File: src/rtl/gm_inst_decode_pipe_pkg.sv
// Shared GMCU front-end types: opcodes, functional-unit codes, the decoded
// instruction class, and the per-lane class decoder.
package gmcupkg;

    localparam int OP_W = 6;

    localparam logic [OP_W-1:0] OP_NOP   = 6'h00;
    localparam logic [OP_W-1:0] OP_ADD   = 6'h01;
    localparam logic [OP_W-1:0] OP_LDBIO = 6'h21;
    localparam logic [OP_W-1:0] OP_STBIO = 6'h22;

    typedef enum logic [2:0] {
        IFUNC_NONE = 3'd0,
        IFUNC_ADD  = 3'd1,
        IFUNC_BOOL = 3'd2
    } iFuncType;

    typedef struct packed {
        logic bool;
    } subType;

    typedef struct packed {
        logic bool;
    } sub3Type;

    typedef struct packed {
        sub3Type sub3;
    } sub2Type;

    typedef struct packed {
        logic     isBool;
        iFuncType iFunc;
        subType   sub;
        sub2Type  sub2;
    } instClassType;

    typedef struct packed {
        instClassType cls;
        logic         illegal;
    } decode_res_t;

    // A disabled lane is never illegal, whatever its opcode bits hold.
    function automatic decode_res_t decode_inst(input logic [OP_W-1:0] opcode,
                                                input logic            lane_en);
        decode_res_t res;
        res = '0;
        if (lane_en) begin
            case (opcode)
                OP_NOP: ;
                OP_ADD: res.cls.iFunc = IFUNC_ADD;
                OP_LDBIO: begin
                    res.cls.isBool   = 1'b1;
                    res.cls.iFunc    = IFUNC_BOOL;
                    res.cls.sub.bool = 1'b1;
                end
                OP_STBIO: begin
                    res.cls.isBool         = 1'b1;
                    res.cls.iFunc          = IFUNC_BOOL;
                    res.cls.sub2.sub3.bool = 1'b1;
                end
                default: res.illegal = 1'b1;
            endcase
        end
        return res;
    endfunction

endpackage

File: src/rtl/gm_inst_decode_pipe_skid.sv
// One-entry bypassing skid register: passes data straight through while empty,
// captures one beat when the consumer stalls, and exposes a registered ready.
module gm_skid_buf #(
    parameter int WIDTH = 8
) (
    input  logic             clk,
    input  logic             rst,
    input  logic             in_valid,
    output logic             in_ready,
    input  logic [WIDTH-1:0] in_data,
    output logic             out_valid,
    input  logic             out_ready,
    output logic [WIDTH-1:0] out_data
);

    logic             full_reg;
    logic [WIDTH-1:0] data_reg;

    always_ff @(posedge clk) begin
        if (rst) begin
            full_reg <= 1'b0;
            data_reg <= '0;
        end else if (full_reg) begin
            if (out_ready) begin
                full_reg <= 1'b0;
            end
        end else if (in_valid && !out_ready) begin
            full_reg <= 1'b1;
            data_reg <= in_data;
        end
    end

    assign in_ready  = ~full_reg;
    assign out_valid = full_reg | in_valid;
    assign out_data  = full_reg ? data_reg : in_data;

endmodule

File: src/rtl/gm_inst_decode_pipe.sv
// Multi-lane two-stage instruction class decoder with valid/ready flow control,
// per-lane illegal flags and a saturating illegal-lane counter.
module gm_inst_decode_pipe
    import gmcupkg::*;
#(
    parameter int LANES  = 2,
    parameter int INST_W = 32,
    parameter int CNT_W  = 16,
    parameter int SKID   = 1
) (
    input  logic                      clk,
    input  logic                      rst,
    input  logic                      in_valid,
    output logic                      in_ready,
    input  logic [LANES*INST_W-1:0]   in_inst,
    input  logic [LANES-1:0]          in_lane_en,
    output logic                      out_valid,
    input  logic                      out_ready,
    output instClassType              out_class [LANES],
    output logic [LANES-1:0]          out_lane_en,
    output logic [LANES-1:0]          out_illegal,
    output logic [CNT_W-1:0]          illegal_cnt
);

    localparam int OPS_W = LANES * OP_W;
    localparam int BW    = OPS_W + LANES;

    // Only the opcode field of each word influences the decode, so only it travels.
    logic [OPS_W-1:0] in_ops;
    logic             up_valid;
    logic             up_ready;
    logic [BW-1:0]    up_data;

    logic             s1_valid_reg;
    logic [OPS_W-1:0] s1_ops_reg;
    logic [LANES-1:0] s1_en_reg;
    logic             s1_adv;
    logic             s1_load;

    logic             s2_valid_reg;
    instClassType     class_reg [LANES];
    logic [LANES-1:0] lane_en_reg;
    logic [LANES-1:0] illegal_reg;
    decode_res_t      dec [LANES];

    logic [CNT_W-1:0] cnt_reg;
    logic [CNT_W-1:0] cnt_next;
    logic [3:0]       ill_pop;
    logic [CNT_W+3:0] cnt_sum;

    genvar gi;
    generate
        for (gi = 0; gi < LANES; gi++) begin : g_lane
            assign in_ops[gi*OP_W +: OP_W] = in_inst[gi*INST_W +: OP_W];
            assign dec[gi] = decode_inst(s1_ops_reg[gi*OP_W +: OP_W], s1_en_reg[gi]);
        end
    endgenerate

    assign s1_adv   = ~s2_valid_reg | out_ready;
    assign s1_load  = ~s1_valid_reg | s1_adv;
    assign up_ready = s1_load;

    generate
        if (SKID != 0) begin : g_skid
            gm_skid_buf #(
                .WIDTH(BW)
            ) u_skid (
                .clk      (clk),
                .rst      (rst),
                .in_valid (in_valid),
                .in_ready (in_ready),
                .in_data  ({in_lane_en, in_ops}),
                .out_valid(up_valid),
                .out_ready(up_ready),
                .out_data (up_data)
            );
        end else begin : g_direct
            assign up_valid = in_valid;
            assign in_ready = up_ready;
            assign up_data  = {in_lane_en, in_ops};
        end
    endgenerate

    always_ff @(posedge clk) begin
        if (rst) begin
            s1_valid_reg <= 1'b0;
            s1_ops_reg   <= '0;
            s1_en_reg    <= '0;
        end else if (s1_load) begin
            s1_valid_reg <= up_valid;
            if (up_valid) begin
                {s1_en_reg, s1_ops_reg} <= up_data;
            end
        end
    end

    always_ff @(posedge clk) begin
        if (rst) begin
            s2_valid_reg <= 1'b0;
            lane_en_reg  <= '0;
            illegal_reg  <= '0;
            for (int i = 0; i < LANES; i++) begin
                class_reg[i] <= '0;
            end
        end else if (s1_adv) begin
            s2_valid_reg <= s1_valid_reg;
            if (s1_valid_reg) begin
                lane_en_reg <= s1_en_reg;
                for (int i = 0; i < LANES; i++) begin
                    class_reg[i]   <= dec[i].cls;
                    illegal_reg[i] <= dec[i].illegal;
                end
            end
        end
    end

    always_comb begin
        ill_pop = '0;
        for (int i = 0; i < LANES; i++) begin
            ill_pop = ill_pop + 4'(illegal_reg[i]);
        end
        cnt_sum  = {4'b0, cnt_reg} + {{CNT_W{1'b0}}, ill_pop};
        cnt_next = (cnt_sum > {4'b0, {CNT_W{1'b1}}}) ? {CNT_W{1'b1}} : cnt_sum[CNT_W-1:0];
    end

    always_ff @(posedge clk) begin
        if (rst) begin
            cnt_reg <= '0;
        end else if (s2_valid_reg && out_ready) begin
            cnt_reg <= cnt_next;
        end
    end

    assign out_valid   = s2_valid_reg;
    assign out_class   = class_reg;
    assign out_lane_en = lane_en_reg;
    assign out_illegal = illegal_reg;
    assign illegal_cnt = cnt_reg;

    // Upstream must hold a refused bundle unchanged until it is taken.
    a_in_hold: assert property (@(posedge clk) disable iff (rst)
        (in_valid && !in_ready) |=> (in_valid && $stable(in_inst)));

endmodule

File: config.mk
export PLATFORM = sky130hd
export DESIGN_NAME = gm_inst_decode_pipe
export DESIGN_NICKNAME = d
export VERILOG_FILES = /design/src/rtl/gm_inst_decode_pipe_pkg.sv /design/src/rtl/gm_inst_decode_pipe_skid.sv /design/src/rtl/gm_inst_decode_pipe.sv
export SDC_FILE = /design/constraint.sdc
export NUM_CORES = 1
export LEC_CHECK = 0
export ABC_AREA = 1
export CAP_MARGIN = 25
export CORE_MARGIN = 3
export CORE_UTILIZATION = 41
export CTS_BUF_LIST = sky130_fd_sc_hd__clkbuf_8
export DETAILED_ROUTE_END_ITERATION = 10
export PLACE_DENSITY = 0.88
export SYNTH_ARGS = -nofsm -noshare
export SYNTH_HDL_FRONTEND = slang
export SYNTH_SLANG_ARGS = --single-unit
File: constraint.sdc
create_clock -name clk -period 1.7 [get_ports clk]
set_input_delay 0.425 -clock clk [delete_from_list [all_inputs] [get_ports clk]]
set_output_delay 0.425 -clock clk [all_outputs]
set_load 0.1 [all_outputs]
==> flow_summary.toml <==
[status]
status = "finished, final reports clean"

[grt]
gr-usage-all-layers_pct = 18.7
grt_overflow = 0
grt_pass1_vias = 2595
antenna_found_initial = 0
grt_start_max_net_pins = 22
grt_pass1_wl_um = 11300

[timing]
setup_violations = 0
hold_violations = 0
fin_crit_sh_pct = 98.6
rsz0062_at_grt = "yes"
post-route-min-period_ns = 1.68
worst_clock_skew_ns = 0.00748
max_freq_ghz = 0.597
tns_ns = 0
finalMaxSlewViolations = 0
whs_ns = 0.469

[cts]
clk_pin_slew_ns = 0.06
root_buffer = "clkbuf_8"
cts_buffers = 9
cts.sinks = 59
tritoncts = "done"
cts.path.max_buffers = 2
clk_latency_ns = 0.33
htreeDepth = 3

[floorplan]
start_util_pct = 43.9
dieHeight_um = 87.0
die_x_um = 87.0
ios = 104
core_area_sq_um = 6130
die_area_sq_um = 7570
rows = 28

[logic_synthesis]
yosys.cell_types.count = 27
synth.area.top_cells = "dfxtp_1, nand2_1, o21ai_0, nor2_1, a21oi_1"
ys_top_cells_by_count = "nand2_1, dfxtp_1, nor2_1, inv_1, o21ai_0"
synth-async-reset-ratio_pct = 0
syn_area_sq_um = 2690
yosysTopAreaCellShare_pct = 43.9
yosysMostFrequentCell = "nand2_1"
yosysTopAreaCell = "dfxtp_1"
synth_edf_count = 0
synth_cells = 383
seq_area_frac_synth_pct = 43.9
avgSynthCellArea_sq_um = 7.02
synth_top_flop_cell = "dfxtp_1"
synth_warnings = 0
ys_ff_latch = 59

[power_and_ir_drop]
p_per_area_nw_per_um2 = 725
power.leakage_nw = 1.71
p_total_mw = 2.94
ir_drop_mv = 0.583

[worst_setup_path]
cp_num_cells = 8
path_cells = "fa_2, ha_4, nand3_4, nor2_4, buf_4, nand2_4, xor2_2, a21oi_2"
path_class = "register to register"
worst_ep_required_time_ns = 1.91
r2r_cells = 8
end_kind = "register"
start_kind = "register"
cp_num_buf_inv = 1
slowest_stage = "fa_2"
worstSetupStartpoint = "illegal_cnt[0]$_SDFFE_PP0P_"
cp.arrival_ns = 1.88
reg2reg_to = "illegal_cnt[8]$_SDFFE_PP0P_"
worst_path_dominant_cell_family = "adder cells"
regToRegSetupSlack_ns = 0.02
critPathMaxStageDelay_ns = 0.44
crit_path_end = "illegal_cnt[8]$_SDFFE_PP0P_"
crit_fanout = 4
timing.rr.start = "illegal_cnt[0]$_SDFFE_PP0P_"

[min_path]
hp-start = "g_skid.u_skid.data_reg[0]$_SDFFE_PP0P_"
min_path_type = "register to register"
hold_depth = 2

[detailed_routing]
wl_um = 6680
drt_pass1_iterations = 4
drt-vias-per-instance = 5.21
ant_nets = 0
avgRoutedWirePerCell_um = 12.6
route.detailed.drc = 0
vias = 2772
first_iter_violations = 130

[finish]
num-nets-final = 528
largest_reg_flops = 16
drive_above_1_share_pct = 26.7
area_growth_pct = 50.6
diodes = 0

[place]
gp_congestion = 0.895
hpwlAfterDp_um = 4940
io_buffers = 49

[run]
cap_violations = 0
## metrics by stage
stage	setup WS (ns)	instances	area [sq um]	util (%)
finish	0.0238	532	4050	66.1
global route	-0.0455	532	4050	66.1
CTS	0.000584	529	3970	64.8
detailed placement	-0.217	516	3800	62.0
global placement	-0.204	516	3800	62.0
floorplan	-0.0418	384	2790	-
## power by group
group          total, mW  switching [mW]  internal (mW)
Clock               1.15           0.503          0.643
Sequential          1.44          0.0269           1.42
Combinational      0.347           0.209          0.138
## cells in the final DEF, fill, tap and decap left out, types with 2 or more instances in the layout
cell type / n
a21oi_1: 27
a21oi_2: 6
a22oi_1: 2
a31oi_1: 9
buf_12: 33
buf_4: 27
clkbuf_8: 9
clkdlybuf4s50_1: 17
clkinv_2: 3
conb_1: 2
dfxtp_1: 38
dfxtp_2: 18
dfxtp_4: 3
inv_1: 42
inv_2: 2
nand2_1: 75
nand2_2: 2
nand3_1: 20
nand3_2: 2
nand4_1: 5
nor2_1: 49
nor2_2: 3
nor2_4: 3
o21ai_0: 41
xor2_1: 4
## routing by layer
layer / part of all wire, % / vias to the layer above / global-route usage, %
met4: 2.6 / 0 / 7.65
met2: 50 / 109 / 32.7
met1: 40 / 1268 / 21.3
li1: - / 1373 / -
met3: 7.0 / 22 / 5.30
met5: 0 / - / 0
## logic make-up after synthesis
family,synth area share (%)
AO/OA/AOI/OAI,16.9
flip-flops,43.9
AND/OR/NAND/NOR,25.6
adder cells (fa/ha/maj),1.68
XOR/XNOR,1.95
buffers and inverters,9.77
other,0.139
## timing repair
action,in CTS,in global routing
endpoints found under the setup margin,0,13
resized for setup,0,14
buffers inserted,0,3
hold buffers,0,0
## cell type report
cell class	count	area [sq um]
fillers	489	2080
repair buffers	78	1040
well taps	75	93.8
flip-flops and latches	59	1210
clock buffers	9	124
clock inverters	4	45.0
multi-input cells	263	1360
inverters	44	165
## how the worst min path moves through the flow
stage	end	slack [ns]
finish	s1_ops_reg[0]$_SDFFE_PP0P_	0.47
global route	s1_ops_reg[0]$_SDFFE_PP0P_	0.50
CTS	s1_en_reg[0]$_SDFFE_PP0P_	0.46
detailed placement	s1_en_reg[0]$_SDFFE_PP0P_	0.45
global placement	s1_en_reg[0]$_SDFFE_PP0P_	0.44
floorplan	s1_en_reg[0]$_SDFFE_PP0P_	0.43
## tightest hold or removal path, delay by kind of cell, from the launching register on
kind | cells | cell delay (ns)
AO/OA/AOI/OAI | 1 | 0.07
flip-flops | 1 | 0.31
AND/OR/NAND/NOR | 1 | 0.05
Power figures use the tool's default switching activity.
